`src/rtl/multicycle_main_control_pkg.sv`:
```
// Shared definitions for the multi-cycle CPU control path: opcodes, ALUOp codes
// (also consumed by the ALU control decoder), FSM states and mux select encodings.
package multicycle_main_control_pkg;

   localparam int ALUOP_W  = 4;
   localparam int OPCODE_W = 6;

   localparam logic [OPCODE_W-1:0] OP_RTYPE = 6'b000000;
   localparam logic [OPCODE_W-1:0] OP_LW    = 6'b100011;
   localparam logic [OPCODE_W-1:0] OP_SW    = 6'b101011;
   localparam logic [OPCODE_W-1:0] OP_BEQ   = 6'b000100;
   localparam logic [OPCODE_W-1:0] OP_BNE   = 6'b000101;
   localparam logic [OPCODE_W-1:0] OP_J     = 6'b000010;
   localparam logic [OPCODE_W-1:0] OP_SLTI  = 6'b001010;

   localparam logic [ALUOP_W-1:0] ALUOP_ADD = 4'b0000;
   localparam logic [ALUOP_W-1:0] ALUOP_SW  = 4'b0001;
   localparam logic [ALUOP_W-1:0] ALUOP_BEQ = 4'b0010;
   localparam logic [ALUOP_W-1:0] ALUOP_BNE = 4'b0011;
   localparam logic [ALUOP_W-1:0] ALUOP_R   = 4'b0100;
   localparam logic [ALUOP_W-1:0] ALUOP_SET = 4'b0101;
   localparam logic [ALUOP_W-1:0] ALUOP_JMP = 4'b0110;

   // 13 and 14 are named only so the full 4-bit space is covered by the enum.
   typedef enum logic [3:0] {
      S_FETCH   = 4'd0,
      S_DECODE  = 4'd1,
      S_MADDR   = 4'd2,
      S_MREAD   = 4'd3,
      S_MWB     = 4'd4,
      S_MWRITE  = 4'd5,
      S_REXE    = 4'd6,
      S_RWB     = 4'd7,
      S_BEQ     = 4'd8,
      S_BNE     = 4'd9,
      S_JMP     = 4'd10,
      S_SETEXE  = 4'd11,
      S_IWB     = 4'd12,
      S_RSVD13  = 4'd13,
      S_RSVD14  = 4'd14,
      S_ILLEGAL = 4'd15
   } state_e;

   typedef enum logic [1:0] {
      SRCB_B      = 2'b00,
      SRCB_FOUR   = 2'b01,
      SRCB_IMM    = 2'b10,
      SRCB_IMM_SH = 2'b11
   } srcb_e;

   typedef enum logic [1:0] {
      PCSRC_ALU    = 2'b00,
      PCSRC_ALUOUT = 2'b01,
      PCSRC_JUMP   = 2'b10,
      PCSRC_RSVD   = 2'b11
   } pcsrc_e;

   typedef struct packed {
      logic                pc_write;
      logic                pc_write_cond;
      logic                pc_write_cond_ne;
      logic                i_or_d;
      logic                mem_read;
      logic                mem_write;
      logic                ir_write;
      logic                mem_to_reg;
      logic                reg_dst;
      logic                reg_write;
      logic                alu_src_a;
      srcb_e               alu_src_b;
      pcsrc_e              pc_source;
      logic [ALUOP_W-1:0]  alu_op;
   } ctrl_t;

endpackage

```
`src/rtl/multicycle_main_control_if.sv`:
```
// Control bundle between the main control FSM (master) and the datapath (slave).
interface multicycle_main_control_if
   import multicycle_main_control_pkg::*;
#(
   parameter int ICNT_W = 32
);
   logic [OPCODE_W-1:0] opcode;
   logic                mem_ready;
   logic                pc_write;
   logic                pc_write_cond;
   logic                pc_write_cond_ne;
   logic                i_or_d;
   logic                mem_read;
   logic                mem_write;
   logic                ir_write;
   logic                mem_to_reg;
   logic                reg_dst;
   logic                reg_write;
   logic                alu_src_a;
   logic [1:0]          alu_src_b;
   logic [1:0]          pc_source;
   logic [ALUOP_W-1:0]  alu_op;
   logic [3:0]          state;
   logic                illegal;
   logic [ICNT_W-1:0]   instr_count;

   modport master (
      input  opcode, mem_ready,
      output pc_write, pc_write_cond, pc_write_cond_ne, i_or_d, mem_read, mem_write,
             ir_write, mem_to_reg, reg_dst, reg_write, alu_src_a, alu_src_b,
             pc_source, alu_op, state, illegal, instr_count
   );

   modport slave (
      output opcode, mem_ready,
      input  pc_write, pc_write_cond, pc_write_cond_ne, i_or_d, mem_read, mem_write,
             ir_write, mem_to_reg, reg_dst, reg_write, alu_src_a, alu_src_b,
             pc_source, alu_op, state, illegal, instr_count
   );
endinterface

```
`src/rtl/multicycle_main_control.sv`:
```
// Main control FSM of the multi-cycle MIPS-subset CPU: sequences each instruction
// and drives the datapath enables; memory states hold while mem_ready is low.
module multicycle_main_control
   import multicycle_main_control_pkg::*;
#(
   parameter int ICNT_W = 32
)(
   input  logic                        clk,
   input  logic                        rst_n,
   multicycle_main_control_if.master   bus
);

   state_e              state_q, state_d;
   logic                illegal_q;
   logic [ICNT_W-1:0]   icnt_q;
   ctrl_t               ctrl;

   always_ff @(posedge clk or negedge rst_n) begin
      if (!rst_n) begin
         state_q   <= S_FETCH;
         illegal_q <= 1'b0;
         icnt_q    <= '0;
      end else begin
         state_q <= state_d;
         if (state_d == S_ILLEGAL)
            illegal_q <= 1'b1;
         // Retire on return to fetch; S_ILLEGAL never returns, so it is never counted.
         if (state_d == S_FETCH && state_q != S_FETCH)
            icnt_q <= icnt_q + ICNT_W'(1);
      end
   end

   always_comb begin
      state_d = state_q;
      case (state_q)
         S_FETCH:  if (bus.mem_ready) state_d = S_DECODE;
         S_DECODE: begin
            case (bus.opcode)
               OP_LW, OP_SW: state_d = S_MADDR;
               OP_RTYPE:     state_d = S_REXE;
               OP_BEQ:       state_d = S_BEQ;
               OP_BNE:       state_d = S_BNE;
               OP_J:         state_d = S_JMP;
               OP_SLTI:      state_d = S_SETEXE;
               default:      state_d = S_ILLEGAL;
            endcase
         end
         S_MADDR:   state_d = (bus.opcode == OP_SW) ? S_MWRITE : S_MREAD;
         S_MREAD:   if (bus.mem_ready) state_d = S_MWB;
         S_MWB:     state_d = S_FETCH;
         S_MWRITE:  if (bus.mem_ready) state_d = S_FETCH;
         S_REXE:    state_d = S_RWB;
         S_RWB:     state_d = S_FETCH;
         S_BEQ:     state_d = S_FETCH;
         S_BNE:     state_d = S_FETCH;
         S_JMP:     state_d = S_FETCH;
         S_SETEXE:  state_d = S_IWB;
         S_IWB:     state_d = S_FETCH;
         S_ILLEGAL: state_d = S_ILLEGAL;
         default:   state_d = S_ILLEGAL;
      endcase
   end

   always_comb begin
      ctrl = '0;
      case (state_q)
         S_FETCH: begin
            ctrl.mem_read  = 1'b1;
            ctrl.alu_src_b = SRCB_FOUR;
            ctrl.alu_op    = ALUOP_ADD;
            ctrl.ir_write  = bus.mem_ready;
            ctrl.pc_write  = bus.mem_ready;
         end
         S_DECODE: ctrl.alu_src_b = SRCB_IMM_SH;
         S_MADDR: begin
            ctrl.alu_src_a = 1'b1;
            ctrl.alu_src_b = SRCB_IMM;
            ctrl.alu_op    = (bus.opcode == OP_SW) ? ALUOP_SW : ALUOP_ADD;
         end
         S_MREAD: begin
            ctrl.mem_read = 1'b1;
            ctrl.i_or_d   = 1'b1;
         end
         S_MWB: begin
            ctrl.reg_write  = 1'b1;
            ctrl.mem_to_reg = 1'b1;
         end
         S_MWRITE: begin
            ctrl.mem_write = 1'b1;
            ctrl.i_or_d    = 1'b1;
         end
         S_REXE: begin
            ctrl.alu_src_a = 1'b1;
            ctrl.alu_src_b = SRCB_B;
            ctrl.alu_op    = ALUOP_R;
         end
         S_RWB: begin
            ctrl.reg_write = 1'b1;
            ctrl.reg_dst   = 1'b1;
         end
         S_BEQ: begin
            ctrl.alu_src_a     = 1'b1;
            ctrl.alu_op        = ALUOP_BEQ;
            ctrl.pc_write_cond = 1'b1;
            ctrl.pc_source     = PCSRC_ALUOUT;
         end
         S_BNE: begin
            ctrl.alu_src_a        = 1'b1;
            ctrl.alu_op           = ALUOP_BNE;
            ctrl.pc_write_cond_ne = 1'b1;
            ctrl.pc_source        = PCSRC_ALUOUT;
         end
         S_JMP: begin
            ctrl.pc_write  = 1'b1;
            ctrl.pc_source = PCSRC_JUMP;
            ctrl.alu_op    = ALUOP_JMP;
         end
         S_SETEXE: begin
            ctrl.alu_src_a = 1'b1;
            ctrl.alu_src_b = SRCB_IMM;
            ctrl.alu_op    = ALUOP_SET;
         end
         S_IWB: ctrl.reg_write = 1'b1;
         default: ctrl = '0;
      endcase
      // The reset state is S_FETCH, whose strobes must not leak while reset is held.
      if (!rst_n) ctrl = '0;
   end

   assign bus.pc_write         = ctrl.pc_write;
   assign bus.pc_write_cond    = ctrl.pc_write_cond;
   assign bus.pc_write_cond_ne = ctrl.pc_write_cond_ne;
   assign bus.i_or_d           = ctrl.i_or_d;
   assign bus.mem_read         = ctrl.mem_read;
   assign bus.mem_write        = ctrl.mem_write;
   assign bus.ir_write         = ctrl.ir_write;
   assign bus.mem_to_reg       = ctrl.mem_to_reg;
   assign bus.reg_dst          = ctrl.reg_dst;
   assign bus.reg_write        = ctrl.reg_write;
   assign bus.alu_src_a        = ctrl.alu_src_a;
   assign bus.alu_src_b        = ctrl.alu_src_b;
   assign bus.pc_source        = ctrl.pc_source;
   assign bus.alu_op           = ctrl.alu_op;
   assign bus.state            = state_q;
   assign bus.illegal          = illegal_q;
   assign bus.instr_count      = icnt_q;

endmodule

```
`src/flat_wrapper.sv`:
```
// flat-port wrapper written by rule: the top's interface ports become plain ports
module multicycle_main_control_flat import multicycle_main_control_pkg::*;
#(
   parameter int ICNT_W = 32
)
  (clk, rst_n, bus_opcode, bus_mem_ready, bus_pc_write, bus_pc_write_cond, bus_pc_write_cond_ne, bus_i_or_d, bus_mem_read, bus_mem_write, bus_ir_write, bus_mem_to_reg, bus_reg_dst, bus_reg_write, bus_alu_src_a, bus_alu_src_b, bus_pc_source, bus_alu_op, bus_state, bus_illegal, bus_instr_count);
  multicycle_main_control_if #(.ICNT_W(ICNT_W)) bus_i ();
  input  logic clk;
  input  logic rst_n;
  input wire logic [$bits(bus_i.opcode)-1:0] bus_opcode;
  input wire logic [$bits(bus_i.mem_ready)-1:0] bus_mem_ready;
  output wire logic [$bits(bus_i.pc_write)-1:0] bus_pc_write;
  output wire logic [$bits(bus_i.pc_write_cond)-1:0] bus_pc_write_cond;
  output wire logic [$bits(bus_i.pc_write_cond_ne)-1:0] bus_pc_write_cond_ne;
  output wire logic [$bits(bus_i.i_or_d)-1:0] bus_i_or_d;
  output wire logic [$bits(bus_i.mem_read)-1:0] bus_mem_read;
  output wire logic [$bits(bus_i.mem_write)-1:0] bus_mem_write;
  output wire logic [$bits(bus_i.ir_write)-1:0] bus_ir_write;
  output wire logic [$bits(bus_i.mem_to_reg)-1:0] bus_mem_to_reg;
  output wire logic [$bits(bus_i.reg_dst)-1:0] bus_reg_dst;
  output wire logic [$bits(bus_i.reg_write)-1:0] bus_reg_write;
  output wire logic [$bits(bus_i.alu_src_a)-1:0] bus_alu_src_a;
  output wire logic [$bits(bus_i.alu_src_b)-1:0] bus_alu_src_b;
  output wire logic [$bits(bus_i.pc_source)-1:0] bus_pc_source;
  output wire logic [$bits(bus_i.alu_op)-1:0] bus_alu_op;
  output wire logic [$bits(bus_i.state)-1:0] bus_state;
  output wire logic [$bits(bus_i.illegal)-1:0] bus_illegal;
  output wire logic [$bits(bus_i.instr_count)-1:0] bus_instr_count;
  assign bus_i.opcode = bus_opcode;
  assign bus_i.mem_ready = bus_mem_ready;
  assign bus_pc_write = bus_i.pc_write;
  assign bus_pc_write_cond = bus_i.pc_write_cond;
  assign bus_pc_write_cond_ne = bus_i.pc_write_cond_ne;
  assign bus_i_or_d = bus_i.i_or_d;
  assign bus_mem_read = bus_i.mem_read;
  assign bus_mem_write = bus_i.mem_write;
  assign bus_ir_write = bus_i.ir_write;
  assign bus_mem_to_reg = bus_i.mem_to_reg;
  assign bus_reg_dst = bus_i.reg_dst;
  assign bus_reg_write = bus_i.reg_write;
  assign bus_alu_src_a = bus_i.alu_src_a;
  assign bus_alu_src_b = bus_i.alu_src_b;
  assign bus_pc_source = bus_i.pc_source;
  assign bus_alu_op = bus_i.alu_op;
  assign bus_state = bus_i.state;
  assign bus_illegal = bus_i.illegal;
  assign bus_instr_count = bus_i.instr_count;
  multicycle_main_control #(.ICNT_W(ICNT_W)) u_core (.clk(clk), .rst_n(rst_n), .bus(bus_i));
endmodule
```
`config.mk`:
```
export PLATFORM = sky130hd
export DESIGN_NAME = multicycle_main_control_flat
export DESIGN_NICKNAME = d
export VERILOG_FILES = /design/src/rtl/multicycle_main_control_pkg.sv /design/src/rtl/multicycle_main_control_if.sv /design/src/rtl/multicycle_main_control.sv /design/src/flat_wrapper.sv
export SDC_FILE = /design/constraint.sdc
export NUM_CORES = 1
export LEC_CHECK = 0
export ABC_AREA = 0
export BUFFER_PORTS_ARGS = -buffer_cell sky130_fd_sc_hd__clkbuf_2
export CAP_MARGIN = 0
export CELL_PAD_IN_SITES_DETAIL_PLACEMENT = 1
export CELL_PAD_IN_SITES_GLOBAL_PLACEMENT = 1
export CORE_MARGIN = 1.5
export CORE_UTILIZATION = 30
export CTS_CLUSTER_SIZE = 8
export DETAILED_ROUTE_END_ITERATION = 6
export GPL_TIMING_DRIVEN = 1
export PLACE_DENSITY = 0.61
export SLEW_MARGIN = 40
export SYNTH_ARGS = -nofsm -noshare
export SYNTH_HDL_FRONTEND = slang
export SYNTH_SLANG_ARGS = --single-unit
```
`constraint.sdc`:
```
create_clock -name clk -period 2.6 [get_ports clk]
set_input_delay 0.39 -clock clk [delete_from_list [all_inputs] [get_ports clk]]
set_output_delay 0.39 -clock clk [all_outputs]
set_load 0.01 [all_outputs]
```
==> results.py <==
metrics = {
    "clock_tree": {
        "cts_setup_buffers": 0,
        "tritoncts": "done",
        "clockBufferDepth": 2,
        "hold_buffers": 0,
        "cts-buffers-inserted": 5,
        "cts_root_buf": "clkbuf_8",
        "cts_resized": 0,
        "h-tree-depth": 2,
        "clkTransAtPathRegs_ns": 0.08,
        "clk_latency_ns": 0.29,
        "clock-sinks": 37,
    },
    "setup_path": {
        "worstSetupStartpointType": "register",
        "rr_worst_depth": 6,
        "cp.required_ns": 2.81,
        "path_delay_family": "simple AND/OR/NAND/NOR gates",
        "critPathCaptureType": "register",
        "critPathKind": "reg -> reg",
        "slowest_delay_ns": 0.53,
        "crit_cells": 6,
        "cp_num_buf_inv": 0,
        "crit_fanout": 12,
        "worstReg2RegStart": "u_core.bus.state[0]",
        "crit_chain": "and3b_1 > or3_1 > a211oi_2 > and4_1 > and4_1 > xor2_1",
        "crit_path_top_delay_cell": "and4_1",
        "crit_arrival_ns": 2.63,
        "r2r_slack_ns": 0.17,
        "crit_top_cell": "and4_1",
        "reg2reg_to": "u_core.bus.instr_count[14]",
    },
    "logic_synthesis": {
        "syn_nets": 252,
        "yosysTopAreaCell": "dfrtp_1",
        "async_reset_ff_frac": 1.00,
        "ys.flop_type": "dfrtp_1",
        "synth_edf_count": 0,
        "synth_cells": 242,
        "syn_area_sq_um": 2200,
        "seq_area_frac_synth": 0.421,
        "synth_area_leaders": "dfrtp_1, xor2_1, xnor2_1, nand3_1, nand2_1",
        "ys_types": 45,
        "synth-seq-cells": 37,
        "ys_warn_count": 0,
        "syn-mean-instance-area_sq_um": 9.09,
        "synth_top_area_frac": 0.421,
    },
    "sta": {
        "finClkSkew_ns": 0.00527,
        "final.setup.tns_ns": 0,
        "timing.final.crit_share": 0.933,
        "setup_violations": 0,
        "final_max_slew_viol_count": 0,
        "clock.fmax_ghz": 0.412,
        "hold_viol": 0,
        "period_minus_slack_ns": 2.43,
        "rsz0062_at_grt": "no",
    },
    "floorplanning": {
        "start_util": 0.307,
        "core-area_sq_um": 7180,
        "die_w_um": 88.6,
        "dieArea_sq_um": 7850,
        "die_h_um": 88.6,
        "pin_count": 65,
        "rows": 31,
    },
    "run": {
        "maxCapViolations": 0,
    },
    "grt": {
        "track_usage": 0.158,
        "grt_pass1_wl_um": 9690,
        "antenna_found_initial": 0,
        "use_met2": 0.267,
        "grt_pass1_vias": 1975,
        "grt_max_degree": 21,
        "grt_use_met1": 0.212,
        "overflow": 0,
        "top_usage_layer": "met2",
        "gr-usage-met3": 0.0271,
    },
    "routing": {
        "drc": 0,
        "first_pass_iters": 4,
        "drt_iter0_drc": 36,
        "routed-via-count": 1981,
        "wirelength_um": 5900,
        "wl_per_cell_um": 14.5,
        "ant_nets": 0,
        "routed_via_density": 4.86,
    },
    "pwr": {
        "seqPwrFrac": 0.306,
        "power.switching_uw": 1010,
        "cellPowerDensity_nw_per_um2": 893,
        "vdd_drop_max_mv": 0.345,
        "pwr-share-clk": 0.238,
        "combPwrFrac": 0.456,
        "p_sw_frac": 0.406,
        "power.internal_uw": 1470,
        "p_leak_uw": 0.00144,
    },
    "finish": {
        "diodes": 0,
        "drive_gt1_frac": 0.282,
        "num-nets-final": 318,
        "fin_area_sq_um": 2780,
        "syn2layout_area_growth_pct": 26.3,
    },
    "placement": {
        "dp_hpwl_um": 4400,
        "placedInstanceArea_sq_um": 2650,
        "port-buffer-count": 63,
        "place.gp.congestion": 0.755,
    },
    "hold_path": {
        "hp-class": "in -> async",
    },
    "outcome": {
        "status": "finished, final reports clean",
    },
}
-- how the worst max path moves through the flow --
stage | slack, ns | endpoint | from
floorplan | 0.48 | u_core.bus.instr_count[15] | u_core.bus.state[0]
global placement | 0.27 | u_core.bus.instr_count[9] | bus_opcode[0]
detailed placement | 0.18 | u_core.bus.instr_count[14] | u_core.bus.state[0]
CTS | 0.12 | u_core.bus.instr_count[14] | u_core.bus.state[0]
global route | 0.003 | u_core.bus.instr_count[14] | u_core.bus.state[0]
finish | 0.17 | u_core.bus.instr_count[14] | u_core.bus.state[0]
-- cell families (layout without fill, tap and decap cells) --
kind of cell | count (synthesis) | in the layout | share of synthesized area
XOR/XNOR | 34 | 34 | 0.135
flip-flops | 37 | 37 | 0.421
other | 1 | 1 | 0.00170
multiplexers | 2 | 2 | 0.00910
AO/OA/AOI/OAI | 18 | 18 | 0.0643
adder cells (fa/ha/maj) | 2 | 2 | 0.0102
AND/OR/NAND/NOR | 125 | 125 | 0.313
buffers and inverters | 23 | 90 | 0.0449
-- placed cells by master (no fill, tap or decap), drive strengths merged, types with 7 or more instances in the layout --
cell / count
xor2: 20
nand2: 21
nor3: 14
xnor2: 14
inv: 10
buf: 9
clkbuf: 68
nor4: 7
dfrtp: 37
nor2: 19
and3: 12
nand3: 17
-- routing by layer --
metal	routed length [um]	part of all wire	up-vias
met5	0	0	-
met4	54	0.0091	0
met2	2820	0.48	47
li1	-	-	975
met1	2800	0.47	954
met3	230	0.039	5
-- sequential cells by signal (all words and copies together) (netlist names) --
register / cells
u_core.bus.instr_count: 32
u_core.bus.state: 4
u_core.bus.illegal: 1
-- synth_stat cells (2+ instances only) --
cell type and number:
dfrtp_1 37, nand2_1 21, xor2_1 20, nor2_1 19
nand3_1 17, nor3_1 14, xnor2_1 14, and3_1 12
inv_1 10, nand4_1 6, a21oi_1 5, and4_1 5
clkbuf_1 5, nand2b_1 5, nor4_1 5, buf_2 4
nor3b_1 3, nor4b_1 3, or2_2 3, a211o_1 2
a211oi_2 2, and2_1 2, buf_1 2, buf_4 2
mux2i_1 2, nand3b_1 2, nor4_2 2
-- final cells by class --
class	count	area (sq um)
Clock buffer	5	68.8
Clock inverter	3	65.1
Fill cell	859	4400
Inverter	10	37.5
Multi-Input combinational cell	182	1170
Sequential cell	37	926
Tap cell	99	124
Timing Repair Buffer	72	383
-- power by group through the flow --
stage	clock network, uW	registers [uW]	logic (uW)
2_1_floorplan	0	760	758
3_3_place_gp	0	767	1140
3_5_place_dp	0	773	1150
4_1_cts	608	762	1160
5_1_grt	621	779	1270
6_report	590	759	1130
-- stage by stage --
| stage | power (uW) | hold WS [ns] | utilization | setup slack, ns | cells |
|---|---|---|---|---|---|
| global placement | 1910 | 0.329 | 0.369 | 0.271 | 400 |
| detailed placement | 1920 | 0.328 | 0.369 | 0.179 | 400 |
| floorplan | 1520 | 0.0944 | - | 0.482 | 242 |
| CTS | 2530 | 0.0101 | 0.387 | 0.117 | 408 |
| finish | 2480 | 0.0105 | 0.387 | 0.174 | 408 |
| global route | 2670 | 0.0222 | 0.387 | 0.00310 | 408 |
(Power assumes the default switching activity.)
